[config.mk]
export PLATFORM = sky130hd
export DESIGN_NAME = srio_nwr_pattern_gen
export DESIGN_NICKNAME = d
export VERILOG_FILES = /design/src/rtl/srio_patgen_pkg.sv /design/src/rtl/srio_patgen_lfsr.sv /design/src/rtl/srio_nwr_pattern_gen.sv
export SDC_FILE = /design/constraint.sdc
export NUM_CORES = 1
export LEC_CHECK = 0
export ABC_CLOCK_PERIOD_IN_PS = 10200
export CAP_MARGIN = 20
export CORE_AREA = 2 2 189 191
export DETAILED_ROUTE_END_ITERATION = 12
export DIE_AREA = 0 0 191 193
export PLACE_DENSITY_LB_ADDON = 0.1
export SLEW_MARGIN = 10
export SYNTH_ARGS = -nofsm -noshare
export SYNTH_HDL_FRONTEND = slang
export SYNTH_SLANG_ARGS = --single-unit
[constraint.sdc]
create_clock -name log_clk -period 10.2 [get_ports log_clk]
set_input_delay 2.55 -clock log_clk [delete_from_list [all_inputs] [get_ports log_clk]]
set_output_delay 2.55 -clock log_clk [all_outputs]
set_load 0.1 [all_outputs]
[src/rtl/srio_patgen_pkg.sv]
// Shared types and helpers for the SRIO NWRITE pattern generator.
// State encoding, PRBS lane constants and the last-beat byte-enable mask.
package srio_patgen_pkg;

  typedef enum logic [1:0] {
    ST_IDLE      = 2'd0,
    ST_ARM       = 2'd1,
    ST_SEND      = 2'd2,
    ST_WAIT_DONE = 2'd3
  } state_e;

  localparam int MAX_LEN_DEF = 256;
  localparam int BYTES_DEF   = 8;
  localparam int MAX_BYTES   = 16;

  localparam int LANE_W      = 64;
  localparam int LFSR_W      = 31;
  localparam int LFSR_TAP_HI = 30;
  localparam int LFSR_TAP_LO = 27;

  // Bit nbytes-1 carries byte 0; r = len mod nbytes, r==0 means a full last beat.
  function automatic logic [MAX_BYTES-1:0] keep_mask(input logic [4:0] r,
                                                     input logic [4:0] nbytes);
    logic [MAX_BYTES-1:0] m;
    m = '0;
    for (int i = 0; i < MAX_BYTES; i++) begin
      if ((5'(i) < nbytes) && ((r == 5'd0) || ((nbytes - 5'd1 - 5'(i)) < r)))
        m[i] = 1'b1;
    end
    return m;
  endfunction

endpackage

[src/rtl/srio_patgen_lfsr.sv]
// One 64-bit PRBS lane: Fibonacci LFSR x^31+x^28+1, 64 steps per beat.
// Only instantiated when SRIO_PATGEN_LFSR_EN is defined.
module srio_patgen_lfsr
  import srio_patgen_pkg::*;
(
  input  logic              log_clk,
  input  logic              log_rst,
  input  logic              load_i,
  input  logic              en_i,
  input  logic [LANE_W-1:0] seed_i,
  output logic [LANE_W-1:0] word_o
);

  logic [LFSR_W-1:0] state_q, state_d, seed_fold, seed_st;
  logic [LANE_W-1:0] word_q, word_d;

  function automatic logic [LFSR_W+LANE_W-1:0] run(input logic [LFSR_W-1:0] s_in);
    logic [LFSR_W-1:0] s;
    logic [LANE_W-1:0] w;
    logic              fb;
    s = s_in;
    w = '0;
    for (int i = LANE_W - 1; i >= 0; i--) begin
      w[i] = s[LFSR_W-1];
      fb   = s[LFSR_TAP_HI] ^ s[LFSR_TAP_LO];
      s    = {s[LFSR_W-2:0], fb};
    end
    return {s, w};
  endfunction

  // Fold the whole seed word into the register; an all-zero state would lock up.
  assign seed_fold = seed_i[30:0] ^ seed_i[61:31] ^ {29'd0, seed_i[63:62]};
  assign seed_st   = (seed_fold == '0) ? LFSR_W'(1) : seed_fold;

  always_comb begin
    state_d = state_q;
    word_d  = word_q;
    if (load_i)    {state_d, word_d} = run(seed_st);
    else if (en_i) {state_d, word_d} = run(state_q);
  end

  always_ff @(posedge log_clk or posedge log_rst) begin
    if (log_rst) begin
      state_q <= '0;
      word_q  <= '0;
    end else begin
      state_q <= state_d;
      word_q  <= word_d;
    end
  end

  assign word_o = word_q;

endmodule

[src/rtl/srio_nwr_pattern_gen.sv]
// Programmable NWRITE burst generator on the SRIO initiator user stream.
// Optional PRBS data under macro SRIO_PATGEN_LFSR_EN (adds cfg_mode_in).
module srio_nwr_pattern_gen
  import srio_patgen_pkg::*;
#(
  parameter int DATA_W  = 64,
  parameter int ADDR_W  = 34,
  parameter int LEN_W   = 20,
  parameter int MAX_LEN = 256,
  parameter int CNT_W   = 16
) (
  input  logic                log_clk,
  input  logic                log_rst,
  input  logic                cfg_start_in,
  input  logic                cfg_abort_in,
  input  logic [LEN_W-1:0]    cfg_len_in,
  input  logic [ADDR_W-1:0]   cfg_addr_in,
  input  logic [CNT_W-1:0]    cfg_count_in,
  input  logic [DATA_W-1:0]   cfg_seed_in,
`ifdef SRIO_PATGEN_LFSR_EN
  input  logic                cfg_mode_in,
`endif
  input  logic                nwr_ready_in,
  input  logic                nwr_busy_in,
  input  logic                nwr_done_in,
  input  logic                user_tready_in,
  output logic [ADDR_W-1:0]   user_addr_o,
  output logic [LEN_W-1:0]    user_tsize_o,
  output logic [DATA_W-1:0]   user_tdata_o,
  output logic [DATA_W/8-1:0] user_tkeep_o,
  output logic                user_tvalid_o,
  output logic                user_tfirst_o,
  output logic                user_tlast_o,
  output logic                busy_o,
  output logic                done_o,
  output logic                err_o,
  output logic [CNT_W-1:0]    xfer_cnt_o
);

  localparam int         BYTES = DATA_W / 8;
  localparam int         BLOG  = $clog2(BYTES);
  localparam logic [4:0] NB    = 5'(BYTES);

  state_e              state_q;
  logic [ADDR_W-1:0]   addr_q;
  logic [LEN_W-1:0]    len_q, tsize_q, beats_q, beat_q;
  logic [CNT_W-1:0]    count_q, xfer_q;
  logic [DATA_W-1:0]   cnt_data_q;
  logic [BYTES-1:0]    keep_q, last_keep;
  logic                valid_q, first_q, last_q, busy_q, done_q, err_q, abort_q;
  logic                cfg_legal, start_ok, beat_acc, next_is_last;
  logic [4:0]          rem;

  assign cfg_legal = (cfg_len_in != '0) && (cfg_len_in <= LEN_W'(MAX_LEN)) &&
                     (cfg_count_in != '0);
  assign start_ok  = cfg_start_in && (state_q == ST_IDLE) && cfg_legal;
  assign beat_acc  = (state_q == ST_SEND) && valid_q && user_tready_in;

  assign rem          = 5'(len_q[BLOG-1:0]);
  assign last_keep    = BYTES'(keep_mask(rem, NB));
  assign next_is_last = ((beat_q + LEN_W'(1)) == (beats_q - LEN_W'(1)));

  always_ff @(posedge log_clk or posedge log_rst) begin
    if (log_rst) begin
      state_q    <= ST_IDLE;
      addr_q     <= '0;
      len_q      <= '0;
      tsize_q    <= '0;
      beats_q    <= '0;
      beat_q     <= '0;
      count_q    <= '0;
      xfer_q     <= '0;
      cnt_data_q <= '0;
      keep_q     <= '0;
      valid_q    <= 1'b0;
      first_q    <= 1'b0;
      last_q     <= 1'b0;
      busy_q     <= 1'b0;
      done_q     <= 1'b0;
      err_q      <= 1'b0;
      abort_q    <= 1'b0;
    end else begin
      done_q <= 1'b0;
      err_q  <= 1'b0;
      if (cfg_abort_in && (state_q != ST_IDLE)) abort_q <= 1'b1;

      case (state_q)
        ST_IDLE: begin
          if (start_ok) begin
            len_q      <= cfg_len_in;
            tsize_q    <= cfg_len_in - LEN_W'(1);
            beats_q    <= (cfg_len_in + LEN_W'(BYTES - 1)) >> BLOG;
            addr_q     <= cfg_addr_in;
            count_q    <= cfg_count_in;
            cnt_data_q <= cfg_seed_in;
            xfer_q     <= '0;
            abort_q    <= 1'b0;
            busy_q     <= 1'b1;
            state_q    <= ST_ARM;
          end else if (cfg_start_in) begin
            err_q <= 1'b1;
          end
        end

        ST_ARM: begin
          if (nwr_ready_in && !nwr_busy_in) begin
            beat_q  <= '0;
            state_q <= ST_SEND;
          end
        end

        // First SEND cycle presents beat 0; afterwards each accept loads the next beat.
        ST_SEND: begin
          if (!valid_q) begin
            valid_q <= 1'b1;
            first_q <= 1'b1;
            last_q  <= (beats_q == LEN_W'(1));
            keep_q  <= (beats_q == LEN_W'(1)) ? last_keep : '1;
          end else if (beat_acc) begin
            cnt_data_q <= cnt_data_q + DATA_W'(1);
            if (last_q) begin
              valid_q <= 1'b0;
              first_q <= 1'b0;
              last_q  <= 1'b0;
              keep_q  <= '0;
              state_q <= ST_WAIT_DONE;
            end else begin
              beat_q  <= beat_q + LEN_W'(1);
              first_q <= 1'b0;
              last_q  <= next_is_last;
              keep_q  <= next_is_last ? last_keep : '1;
            end
          end
        end

        ST_WAIT_DONE: begin
          if (nwr_done_in) begin
            xfer_q <= xfer_q + CNT_W'(1);
            if (((xfer_q + CNT_W'(1)) == count_q) || abort_q || cfg_abort_in) begin
              busy_q  <= 1'b0;
              done_q  <= 1'b1;
              abort_q <= 1'b0;
              state_q <= ST_IDLE;
            end else begin
              addr_q  <= addr_q + ADDR_W'(len_q);
              state_q <= ST_ARM;
            end
          end
        end

        default: state_q <= ST_IDLE;
      endcase
    end
  end

`ifdef SRIO_PATGEN_LFSR_EN
  logic              mode_q;
  logic [DATA_W-1:0] prbs_data;

  always_ff @(posedge log_clk or posedge log_rst) begin
    if (log_rst)       mode_q <= 1'b0;
    else if (start_ok) mode_q <= cfg_mode_in;
  end

  for (genvar g = 0; g < DATA_W / LANE_W; g++) begin : g_lane
    srio_patgen_lfsr u_lfsr (
      .log_clk (log_clk),
      .log_rst (log_rst),
      .load_i  (start_ok),
      .en_i    (beat_acc),
      .seed_i  (cfg_seed_in[g*LANE_W +: LANE_W]),
      .word_o  (prbs_data[g*LANE_W +: LANE_W])
    );
  end

  assign user_tdata_o = mode_q ? prbs_data : cnt_data_q;
`else
  assign user_tdata_o = cnt_data_q;
`endif

  assign user_addr_o   = addr_q;
  assign user_tsize_o  = tsize_q;
  assign user_tkeep_o  = keep_q;
  assign user_tvalid_o = valid_q;
  assign user_tfirst_o = first_q;
  assign user_tlast_o  = last_q;
  assign busy_o        = busy_q;
  assign done_o        = done_q;
  assign err_o         = err_q;
  assign xfer_cnt_o    = xfer_q;

endmodule

==> out/results.env, run 1 <==
RESULT_OF_THE_RUN='complete, no violations'
DIE-WIDTH_UM=191
DIE_Y_UM=193
CTS_HOLD_BUFFERS=0
SEQ_AREA_FRAC_SYNTH_PCT=40.9
GRT_OVERFLOW_TOTAL=0
ENDPOINT_KIND='flip-flop'
CTS_NUM_SINKS=224
VIAS=13069
YOSYSUNIQUECELLTYPES=81
SETUP_VIOL_COUNT_FINAL=0
DEEPEST_CLOCK_PATH_BUFFER_COUNT=3
GRT_ANTENNA_BEFORE_REPAIR=2
NUMBER_OF_NETS_IN_THE_LAYOUT=2018
GRT_SETUP_UNREPAIRED='false'
SYNTH-EDFF-COUNT=0
CRITICAL_PATH_REQUIRED_NS=10.62
PLACEMENT.IO_BUFFERS=289
POST-SYNTH-TOP-AREA-FRACTION_PCT=40.9
CELL_AREA_SYNTH_UM2=13700
MIN_PATH_TYPE='flip-flop to flip-flop'
FIN_SKEW_NS=0.0132
NUM_ROWS=69
DESIGN_POWER_TOTAL_mW=6.01
WL_PER_CELL_UM=18.9
N_FILL_CELL=3317
FINAL.SETUP.TNS_NS=0
LAYOUT.CELLS.MOST_COMMON='sky130_fd_sc_hd__clkdlybuf4s50_1'
CLK_PIN_SLEW_WORST_PATHS_NS=0.06
PROPORTION_OF_SYNTHESIZED_FLIP_FLOPS_HAVING_ASYNCHRONOUS_SET_OR_RESET_PCT=100
INITIAL_UTILIZATION_PCT=39.2
FIRST_PASS_ITERS=5
CORE_AREA_UM2=35000
POST-ROUTE-UTIL_PCT=51.0
TIMING.CRITICAL_PATH.CELLS='clkdlybuf4s50_1 -> nor4_1 -> nand2_1 -> nor4_1 -> nand4b_1 -> buf_4 -> a21oi_1 -> a31o_2 -> buf_4 -> mux2_2'
DP_WORST_SETUP_SLACK_NS=3.41
MULTI_INPUT_COMB_AREA_UM2=7610
PLACE_CONGESTION=0.846
WORSTSKEWPAIRLATENCY_NS=0.54
ARRIVAL_NS=6.62
CP.BUFFERS_INVERTERS=3
GLOBALROUTETOTALUTIL_PCT=23.3
CRIT_FANOUT=73
CTS_TREE='built'
HTREE_DEPTH=1
DRC=0
DETAILED_ROUTER_S_FIRST_ITERATION_VIOLATION_COUNT=895
LAYOUT_SETUP_WS_NS=4.00
NETLIST.TOP_CELL.BY_AREA='sky130_fd_sc_hd__dfrtp_1'
CTS.REPAIR_TIMING.SETUP_BUFFER_COUNT=0
LEADING_POST_SYNTHESIS_CELLS_BY_CELL_AREA='sky130_fd_sc_hd__dfrtp_1 41%, sky130_fd_sc_hd__nand2_1 5.8%, sky130_fd_sc_hd__a21oi_1 5.7%, sky130_fd_sc_hd__o21ai_0 4.3%, sky130_fd_sc_hd__xnor2_1 4.2%'
CTS_RESIZED=0
NUMBER_OF_GLOBAL_ROUTE_VIAS_BEFORE_REPAIR=12377
CTS-BUFFERS-INSERTED=27
CRITICAL-PATH-MAX-STAGE-DELAY_NS=0.76
MOSTFREQUENTLAYOUTCELLS='289 x sky130_fd_sc_hd__clkdlybuf4s50_1, 224 x sky130_fd_sc_hd__dfrtp_1, 212 x sky130_fd_sc_hd__nand2_1'
TIMING.CRITICAL_PATH.MAX_DELAY_FAMILY='compound AO/OA/AOI/OAI gates'
YS_SEQ_ELEMENTS=224
PLACEMENT.CELL_AREA_UM2=16900
CRIT_PATH_START_KIND='input port'
SYNTHTOLAYOUTAREAGROWTH_PCT=29.9
IR_WORST_VDD_uV=249
CTSROOTBUFFERMASTER='sky130_fd_sc_hd__clkbuf_16'
SYNTH.NET_COUNT=1785
PIN_COUNT=290
GRT_PASS1_WL_MM=69.3
DRT_TOTAL_WL_MM=43.8
FINISH.INSTANCE_AREA_UM2=17800
LEAKAGE_nW=7.28
CRITICAL_PATH.SLOWEST_CELL='sky130_fd_sc_hd__a21oi_1'
FULL_DIE_AREA_UM2=36900
DOMINANTREGCELLSYNTH='sky130_fd_sc_hd__dfrtp_1'
NUMBER_OF_INSTANCES_IN_THE_SYNTHESIZED_NETLIST=1611
POST_SYN_AREA_PER_CELL_UM2=8.51
MAXSLEWVIOLCOUNT=0
POST_DETAIL_PLACE_HPWL_MM=31.5
FMAX_GHz=0.161
MAXCAP_VIOLATIONS=0
POWER_PER_CELL_AREA_nW_PER_UM2=337
WORST-SLEW-PIN-TRANSITION_NS=1.09
POSTROUTEANTENNANETS=0
PERIOD_SHARE_PCT=60.8
GRT_MAX_DEGREE=112
TIMING.MAX_SLEW.REL_SLACK_PCT=27.3
SYNTH_WARNINGS=0
HOLD_VIOL_FINAL=0
FINAL_PERIOD_MINUS_WORST_SETUP_SLACK_NS=6.20
SEQ_AREA_UM2=5610
RATIO_OF_CELLS_WITH_DRIVE_ABOVE_1_IN_THE_FINAL_LAYOUT_PCT=4.83
ROUTED_VIA_DENSITY=5.62
CRITICALPATHCATEGORY='input port to flip-flop'
-- stage by stage --
step	instances	hold WS, ns
after floorplan	1611	0.443
after global placement	2275	0.465
after detailed placement	2275	0.469
after CTS	2323	0.486
after global routing	2325	0.514
final	2325	0.482
-- cells by family after synthesis --
family	share of synthesized area, %
fa+ha+maj	2.97
simple gates	22.7
flops	40.9
buf+inv	3.85
compound gates	21.8
mux	2.02
xor+xnor	5.73
-- per-layer routing --
layer	GRT usage (%)	vias to the layer above	routed length (um)
li1	-	6343	-
met1	32.2	6265	19600
met2	38.2	400	20600
met3	4.45	59	2850
met4	5.04	2	750
met5	0	-	13
-- report_power, final --
part	switching [mW]	leakage [nW]	internal (mW)	total, mW
registers	0.313	2.83	1.13	1.44
clock network	0.407	0.438	0.593	1.00
logic	2.63	4.01	0.935	3.56
total	3.35	7.28	2.66	6.01
-- final timing paths --
| check | endpoint | start | cells past startpoint | slack (ns) |
|---|---|---|---|---|
| min in group asynchronous | user_addr_o[1] | log_rst | 2 | 2.58 |
| setup reg to reg | user_addr_o[15] | xfer_cnt_o[0] | 10 | 6.13 |
| hold reg to reg | user_tsize_o[1] | user_tsize_o[1] | 2 | 0.48 |
| hold / removal | user_tsize_o[1] | user_tsize_o[1] | 2 | 0.48 |
| setup / recovery | user_addr_o[15] | cfg_len_in[14] | 10 | 4.00 |
| max in group asynchronous | user_tsize_o[8] | log_rst | 3 | 6.10 |
-- state kept, by name, summed over array words and instances, names as in the netlist --
name and flops:
user_tlast_o 1, user_addr_o 34, user_tvalid_o 1, beat_q 20, beats_q 17, user_tkeep_o 8, busy_o 1, abort_q 1
state_q 2, user_tdata_o 64, user_tfirst_o 1, done_o 1, len_q 20, count_q 16, err_o 1, user_tsize_o 20
xfer_cnt_o 16
-- worst reg2reg max path, delay by kind of cell (launching register included) --
family	cells	cell delay (ns)
flops	1	0.52
mux	1	0.36
buf+inv	1	0.36
fa+ha+maj	1	0.41
simple gates	4	1.30
compound gates	3	1.00
-- Yosys cell counts, types with 18 or more instances --
cell type                  instances
sky130_fd_sc_hd__inv_1            28
sky130_fd_sc_hd__o21a_1           18
sky130_fd_sc_hd__and2_1           31
sky130_fd_sc_hd__xor2_1           21
sky130_fd_sc_hd__xnor2_1          66
sky130_fd_sc_hd__mux2i_1          22
sky130_fd_sc_hd__nand2_1         212
sky130_fd_sc_hd__ha_1             31
sky130_fd_sc_hd__dfrtp_1         224
sky130_fd_sc_hd__a21oi_1         157
sky130_fd_sc_hd__o31ai_1          21
sky130_fd_sc_hd__o21ai_0         119
sky130_fd_sc_hd__nor3_1           36
sky130_fd_sc_hd__o22ai_1          50
sky130_fd_sc_hd__clkbuf_1         69
sky130_fd_sc_hd__nor4_1           19
sky130_fd_sc_hd__nand4_1          36
sky130_fd_sc_hd__nor2_1          103
sky130_fd_sc_hd__and3_1           27
sky130_fd_sc_hd__nand3_1          85
-- layout make-up --
class,instances,area share [%]
diodes,1,0.0140
clock buffers,35,4.19
clock inverters,13,0.934
inverters,28,0.632
multi-input cells,1261,42.7
flip-flops and latches,224,31.5
well taps,461,3.24
repair buffers,302,16.8
No activity file was read; power rests on OpenSTA's default activity.
==> run 2: changes to the inputs <==
--- a/config.mk
+++ b/config.mk
@@ -5,7 +5,7 @@
 export SDC_FILE = /design/constraint.sdc
 export NUM_CORES = 1
 export LEC_CHECK = 0
-export ABC_CLOCK_PERIOD_IN_PS = 10200
+export ABC_CLOCK_PERIOD_IN_PS = 5920
 export CAP_MARGIN = 20
 export CORE_AREA = 2 2 189 191
 export DETAILED_ROUTE_END_ITERATION = 12
==> constraint.sdc (replaced) <==
create_clock -name log_clk -period 5.92 [get_ports log_clk]
set_input_delay 1.48 -clock log_clk [delete_from_list [all_inputs] [get_ports log_clk]]
set_output_delay 1.48 -clock log_clk [all_outputs]
set_load 0.1 [all_outputs]
==> out/results.env, run 2 (same netlist as run 1, synthesis figures left out) <==
FINAL_CELL_COUNT_NO_FILL=2333  # +0.34%
WORSTSKEWPAIRLATENCY_NS=0.53  # about the same
MAXSLEWVIOLCOUNT=0  # unchanged
LEAKAGE_nW=7.33  # +0.69%
LAYOUT_SETUP_WS_NS=1.50  # -2.50 ns
PIN_COUNT=290  # unchanged
DRT_TOTAL_WL_MM=44.0  # +0.42%
POWER_PER_CELL_AREA_nW_PER_UM2=581  # +72%
CRITICAL_PATH_REQUIRED_NS=6.37  # -4.25 ns
FINAL_PERIOD_MINUS_WORST_SETUP_SLACK_NS=4.42
DEEPEST_CLOCK_PATH_BUFFER_COUNT=3  # unchanged
GRT_PASS1_WL_MM=69.2  # -0.15%
CTS_HOLD_BUFFERS=0  # unchanged
FULL_DIE_AREA_UM2=36900  # unchanged
LARGEST_REG_FLOPS=64  # unchanged
DP_WORST_SETUP_SLACK_NS=0.951  # -2.45 ns
ENDPOINT_KIND='flip-flop'
HOLD_VIOL_FINAL=0  # unchanged
RESULT_OF_THE_RUN='complete, no violations'
TIMING.CRITICAL_PATH.CELLS='clkdlybuf4s50_1 -> nor4_1 -> nand2_1 -> nor4_1 -> nand4b_1 -> a21oi_1 -> a31o_2 -> buf_4 -> nor2_1 -> a21oi_1'
FIRST_PASS_ITERS=4  # -1
CTS_NUM_SINKS=224  # unchanged
IR_WORST_VDD_uV=473  # +90%
INITIAL_UTILIZATION_PCT=39.2  # unchanged
MAXCAP_VIOLATIONS=0  # unchanged
FMAX_GHz=0.226
ROUTED_VIA_DENSITY=5.59  # -0.55%
WHS_NS=0.477  # -0.00508 ns
FIN_SKEW_NS=0.0102  # -0.00307 ns
CRITICALPATHCATEGORY='input port to flip-flop'
GRT_ANTENNA_BEFORE_REPAIR=5  # +3
DIE_Y_UM=193  # unchanged
N_FILL_CELL=3324  # +0.21%
PLACEMENT.IO_BUFFERS=289  # unchanged
PLACE_CONGESTION=0.856  # +1.2%
FINAL.SETUP.TNS_NS=0  # unchanged
GRT_OVERFLOW_TOTAL=0  # unchanged
POST_DETAIL_PLACE_HPWL_MM=31.8  # +0.82%
MIN_PATH_TYPE='flip-flop to flip-flop'
CTS_RESIZED=0  # unchanged
CTS-BUFFERS-INSERTED=27  # unchanged
RATIO_OF_CELLS_WITH_DRIVE_ABOVE_1_IN_THE_FINAL_LAYOUT_PCT=5.19  # +0.36 points
DPL.CELL_COUNT=2281  # +0.26%
GRT_MAX_DEGREE=137  # +22%
MOSTFREQUENTLAYOUTCELLS='289 x sky130_fd_sc_hd__clkdlybuf4s50_1, 224 x sky130_fd_sc_hd__dfrtp_1, 212 x sky130_fd_sc_hd__nand2_1'
WL_PER_CELL_UM=18.9  # about the same
VIAS=13042  # -0.21%
SETUP_VIOL_COUNT_FINAL=0  # unchanged
CTS_TREE='built'
SYNTHTOLAYOUTAREAGROWTH_PCT=30.4
POST-ROUTE-UTIL_PCT=51.1  # +0.18 points
POSTROUTEANTENNANETS=0  # unchanged
NUMBER_OF_NETS_IN_THE_LAYOUT=2023  # +0.25%
CTS.REPAIR_TIMING.SETUP_BUFFER_COUNT=0  # unchanged
WORST-SLEW-PIN-TRANSITION_NS=1.10  # +0.0158 ns
GRT_SETUP_UNREPAIRED='false'
HTREE_DEPTH=1  # unchanged
ARRIVAL_NS=4.88  # -1.74 ns
GLOBALROUTETOTALUTIL_PCT=23.3  # about the same
CLK_PIN_SLEW_WORST_PATHS_NS=0.06  # about the same
CP.BUFFERS_INVERTERS=2  # -1
CTSROOTBUFFERMASTER='sky130_fd_sc_hd__clkbuf_16'
CRITICAL-PATH-MAX-STAGE-DELAY_NS=0.64  # -0.12 ns
LAYOUT.CELLS.MOST_COMMON='sky130_fd_sc_hd__clkdlybuf4s50_1'
CRIT_FANOUT=25  # -66%
TIMING.MAX_SLEW.REL_SLACK_PCT=26.2  # -1.1 points
DETAILED_ROUTER_S_FIRST_ITERATION_VIOLATION_COUNT=705  # -21%
TIMING.CRITICAL_PATH.MAX_DELAY_FAMILY='simple AND/OR/NAND/NOR gates'
NUMBER_OF_GLOBAL_ROUTE_VIAS_BEFORE_REPAIR=12440  # +0.51%
PERIOD_SHARE_PCT=74.7
DRC=0  # unchanged
CRITICAL_PATH.SLOWEST_CELL='sky130_fd_sc_hd__a31o_2'
CORE_AREA_UM2=35000  # unchanged
CRIT_PATH_START_KIND='input port'
DIE-WIDTH_UM=191  # unchanged
NUM_ROWS=69  # unchanged
==> run 2: cell count changes in the layout (fill, tap and decap cells not counted), sizes merged <==
cell / delta
inv: -1
clkinv: +3
diode: +2
clkbuf: +1
clkinvlp: -2
buf: +5
==> run 2: tightest hold or removal path, delay by kind of cell, from the launching register on <==
family / cells / cell delay (ns)
DFF: 1 / 0.35
and+or+nand+nor: 2 / 0.10
==> run 2: final cells by class <==
type	count	area [um2]	area share, %
Antenna cell	3	7.51	0.0420
Multi-Input combinational cell	1261	7610	42.6
Inverter	28	109	0.609
Timing Repair Buffer	307	3050	17.1
Sequential cell	224	5610	31.4
Tap cell	461	577	3.23
Clock inverter	13	146	0.819
Clock buffer	36	769	4.30
==> run 2: path summary, 6_finish.rpt <==
path | startpoint | endpoint | slack (ns) | cells after the start
max | cfg_len_in[15] | user_addr_o[1] | 1.50 | 10
min | len_q[5] | len_q[5] | 0.48 | 2
max reg2reg | xfer_cnt_o[0] | user_addr_o[1] | 1.98 | 11
min reg2reg | len_q[5] | len_q[5] | 0.48 | 2
max in group asynchronous | log_rst | user_addr_o[26] | 3.18 | 3
min in group asynchronous | log_rst | user_tdata_o[43] | 1.47 | 2
==> run 2: routing by layer <==
layer	part of all wire (%)	GRT usage, %
met5	0.082	0
met4	2.7	6.83
met3	6.2	4.07
met2	45	36.4
met1	46	33.2
==> run 2: metrics by stage <==
step	instance area [um2]	total power [mW]
CTS	17900	10.4
global placement	17000	8.61
floorplan	13700	7.08
global route	17900	10.9
finish	17900	10.4
detailed placement	17000	8.68
==> run 2: where the power goes <==
part           switching [mW]  total (mW)  leakage, nW  internal (mW)
registers               0.550        2.50         2.83           1.95
clock network           0.677        1.72        0.463           1.04
logic                    4.54        6.17         4.04           1.63
==> run 3: changes to the inputs <==
--- a/config.mk
+++ b/config.mk
@@ -5,7 +5,7 @@
 export SDC_FILE = /design/constraint.sdc
 export NUM_CORES = 1
 export LEC_CHECK = 0
-export ABC_CLOCK_PERIOD_IN_PS = 5920
+export ABC_CLOCK_PERIOD_IN_PS = 3800
 export CAP_MARGIN = 20
 export CORE_AREA = 2 2 189 191
 export DETAILED_ROUTE_END_ITERATION = 12
==> constraint.sdc (replaced) <==
create_clock -name log_clk -period 3.8 [get_ports log_clk]
set_input_delay 0.95 -clock log_clk [delete_from_list [all_inputs] [get_ports log_clk]]
set_output_delay 0.95 -clock log_clk [all_outputs]
set_load 0.1 [all_outputs]
==> out/results.env, run 3 (same netlist as run 1, synthesis figures left out) <==
WL_PER_CELL_UM=18.6  # -1.5%
POWER_PER_CELL_AREA_nW_PER_UM2=908  # +56%
MIN_PATH_TYPE='flip-flop to flip-flop'
SYNTHTOLAYOUTAREAGROWTH_PCT=33.1
LAYOUT.CELLS.MOST_COMMON='sky130_fd_sc_hd__clkdlybuf4s50_1'
REGTOREGSTARTPOINT='xfer_cnt_o[1]'
IR_WORST_VDD_uV=793  # +67%
CTS_HOLD_BUFFERS=0  # unchanged
FULL_DIE_AREA_UM2=36900  # unchanged
GLOBALROUTETOTALUTIL_PCT=23.1  # -0.24 points
DEEPEST_CLOCK_PATH_BUFFER_COUNT=3  # unchanged
WL_MET1_MM=20.0  # -1.3%
WORSTSKEWPAIRLATENCY_NS=0.54  # about the same
TIMING.MAX_SLEW.REL_SLACK_PCT=31.1  # +4.9 points
ROUTED_VIA_DENSITY=5.61  # +0.37%
CTS_NUM_SINKS=224  # unchanged
CRITICALPATHCATEGORY='flip-flop to flip-flop'
CTS_TREE='built'
REGTOREGENDPOINT='user_addr_o[16]'
RATIO_OF_CELLS_WITH_DRIVE_ABOVE_1_IN_THE_FINAL_LAYOUT_PCT=10.7  # +5.5 points
GRT_OVERFLOW_TOTAL=0  # unchanged
DESIGN_POWER_TOTAL_mW=16.6  # +59%
MOSTFREQUENTLAYOUTCELLS='227 x sky130_fd_sc_hd__clkdlybuf4s50_1, 224 x sky130_fd_sc_hd__dfrtp_1, 212 x sky130_fd_sc_hd__nand2_1'
WORST-R2R-CELL-COUNT=12  # +1
N_FILL_CELL=3309  # -0.45%
MIN-DELAY-START='len_q[5]'
CTS_RESIZED=0  # unchanged
LAYOUT_SETUP_WS_NS=0.290  # -1.21 ns
POSTROUTEANTENNANETS=0  # unchanged
LEAKAGE_nW=7.69  # +5.0%
POST_DETAIL_PLACE_HPWL_MM=32.2  # +1.4%
DRT_TOTAL_WL_MM=44.2  # +0.32%
NUM_ROWS=69  # unchanged
FMAX_GHz=0.285
DIE_Y_UM=193  # unchanged
DIE-WIDTH_UM=191  # unchanged
GRT_SETUP_UNREPAIRED='false'
MAXCAP_VIOLATIONS=0  # unchanged
NUMBER_OF_GLOBAL_ROUTE_VIAS_BEFORE_REPAIR=12510  # +0.56%
DP_WORST_SETUP_SLACK_NS=0.103  # -0.848 ns
CTS.REPAIR_TIMING.SETUP_BUFFER_COUNT=0  # unchanged
PLACE_CONGESTION=0.855  # -0.12%
WORST-SLEW-PIN-TRANSITION_NS=1.03  # -0.0726 ns
CRIT_PATH_START_KIND='flip-flop'
SEQ_AREA_UM2=5610  # unchanged
PLACEMENT.IO_BUFFERS=289  # unchanged
ENDPOINT_KIND='flip-flop'
CLK_PIN_SLEW_WORST_PATHS_NS=0.06  # about the same
ARRIVAL_NS=3.94  # -0.94 ns
RESULT_OF_THE_RUN='complete, no violations'
PIN_COUNT=290  # unchanged
REG2REG_SLACK_NS=0.29  # -1.69 ns
MAXSLEWVIOLCOUNT=0  # unchanged
WORST_HOLD_PATH.NUM_CELLS=2  # unchanged
DETAILED_ROUTER_S_FIRST_ITERATION_VIOLATION_COUNT=699  # -0.85%
VIAS=13331  # +2.2%
CTSROOTBUFFERMASTER='sky130_fd_sc_hd__clkbuf_16'
CORE_AREA_UM2=35000  # unchanged
SETUP_VIOL_COUNT_FINAL=0  # unchanged
LARGEST_REG_FLOPS=64  # unchanged
GRT_PASS1_WL_MM=68.7  # -0.72%
HOLD_VIOL_FINAL=0  # unchanged
FIRST_PASS_ITERS=5  # +1
ROUTE.MET2.WL_MM=20.1  # +1.5%
WHS_NS=0.479  # +0.00196 ns
NUMBER_OF_NETS_IN_THE_LAYOUT=2066  # +2.1%
MULTI_INPUT_COMB_AREA_UM2=7610  # unchanged
FINAL_PERIOD_MINUS_WORST_SETUP_SLACK_NS=3.51
DETAILROUTE.WIRELENGTH.MET3_MM=3.17  # +16%
CRIT_FANOUT=27  # +8.0%
FIN_SKEW_NS=0.0132  # +0.00308 ns
DRC=0  # unchanged
TOP_LAYER='met5'
CRITICAL_PATH_REQUIRED_NS=4.22  # -2.15 ns
GRT_MAX_DEGREE=100  # -27%
INITIAL_UTILIZATION_PCT=39.2  # unchanged
GRT_ANTENNA_BEFORE_REPAIR=3  # -2
PERIOD_SHARE_PCT=92.4
CTS-BUFFERS-INSERTED=28  # +3.7%
WORST_HOLD_PATH.ENDPOINT='len_q[5]'
HTREE_DEPTH=1  # unchanged
==> run 3: metrics by stage <==
stage               utilization [%]  area (um2)  instances  setup TNS [ns]
floorplan                         -       13700       1611          -16.59
global placement               49.2       17200       2323               0
detailed placement             49.2       17200       2323               0
CTS                            52.2       18200       2374               0
global route                   52.2       18200       2374               0
finish                         52.2       18200       2376               0
==> run 3: worst max-delay path by stage <==
| stage | from | end | slack, ns | cells after the start |
|---|---|---|---|---|
| 2_1_floorplan | log_rst | abort_q | -0.07 | 1 |
| 3_3_place_gp | cfg_len_in[6] | user_addr_o[22] | 0.22 | 10 |
| 3_5_place_dp | cfg_len_in[6] | state_q[0] | 0.10 | 10 |
| 4_1_cts | xfer_cnt_o[1] | user_addr_o[18] | 0.31 | 12 |
| 5_1_grt | xfer_cnt_o[1] | user_addr_o[16] | 0.06 | 12 |
| 6_report | xfer_cnt_o[1] | user_addr_o[16] | 0.29 | 12 |
==> run 3: power by group <==
group | switching (mW) | internal (mW) | leakage (nW)
Clock | 1.08 | 1.88 | 0.512
Sequential | 0.844 | 3.04 | 2.83
Combinational | 7.12 | 2.60 | 4.35
==> run 3: per-layer routing <==
layer  GRT usage [%]  vias to the layer above
met5               0                        -
met4            5.22                        6
met3            5.00                       60
met2            37.1                      441
met1            31.9                     6357
li1                -                     6467
==> run 3: cell type report <==
cell class,instances,area share [%]
antenna,2,0.0274
clock buffer,39,4.62
clock inverter,12,1.05
inverter,28,0.597
multi-input combinational,1261,41.7
sequential,224,30.7
tap,461,3.16
timing repair buffer,349,18.1
==> run 3: critical path, cell delays in order, from the launching register on <==
cell	delay [ns]
sky130_fd_sc_hd__dfrtp_1	0.46
sky130_fd_sc_hd__ha_1	0.25
sky130_fd_sc_hd__and4_1	0.34
sky130_fd_sc_hd__nand3_1	0.29
sky130_fd_sc_hd__a21oi_1	0.23
sky130_fd_sc_hd__a311oi_1	0.07
sky130_fd_sc_hd__or4_1	0.55
sky130_fd_sc_hd__o31a_2	0.41
sky130_fd_sc_hd__a31o_2	0.28
sky130_fd_sc_hd__buf_12	0.16
sky130_fd_sc_hd__buf_4	0.19
sky130_fd_sc_hd__nor2_1	0.10
sky130_fd_sc_hd__a21oi_1	0.05
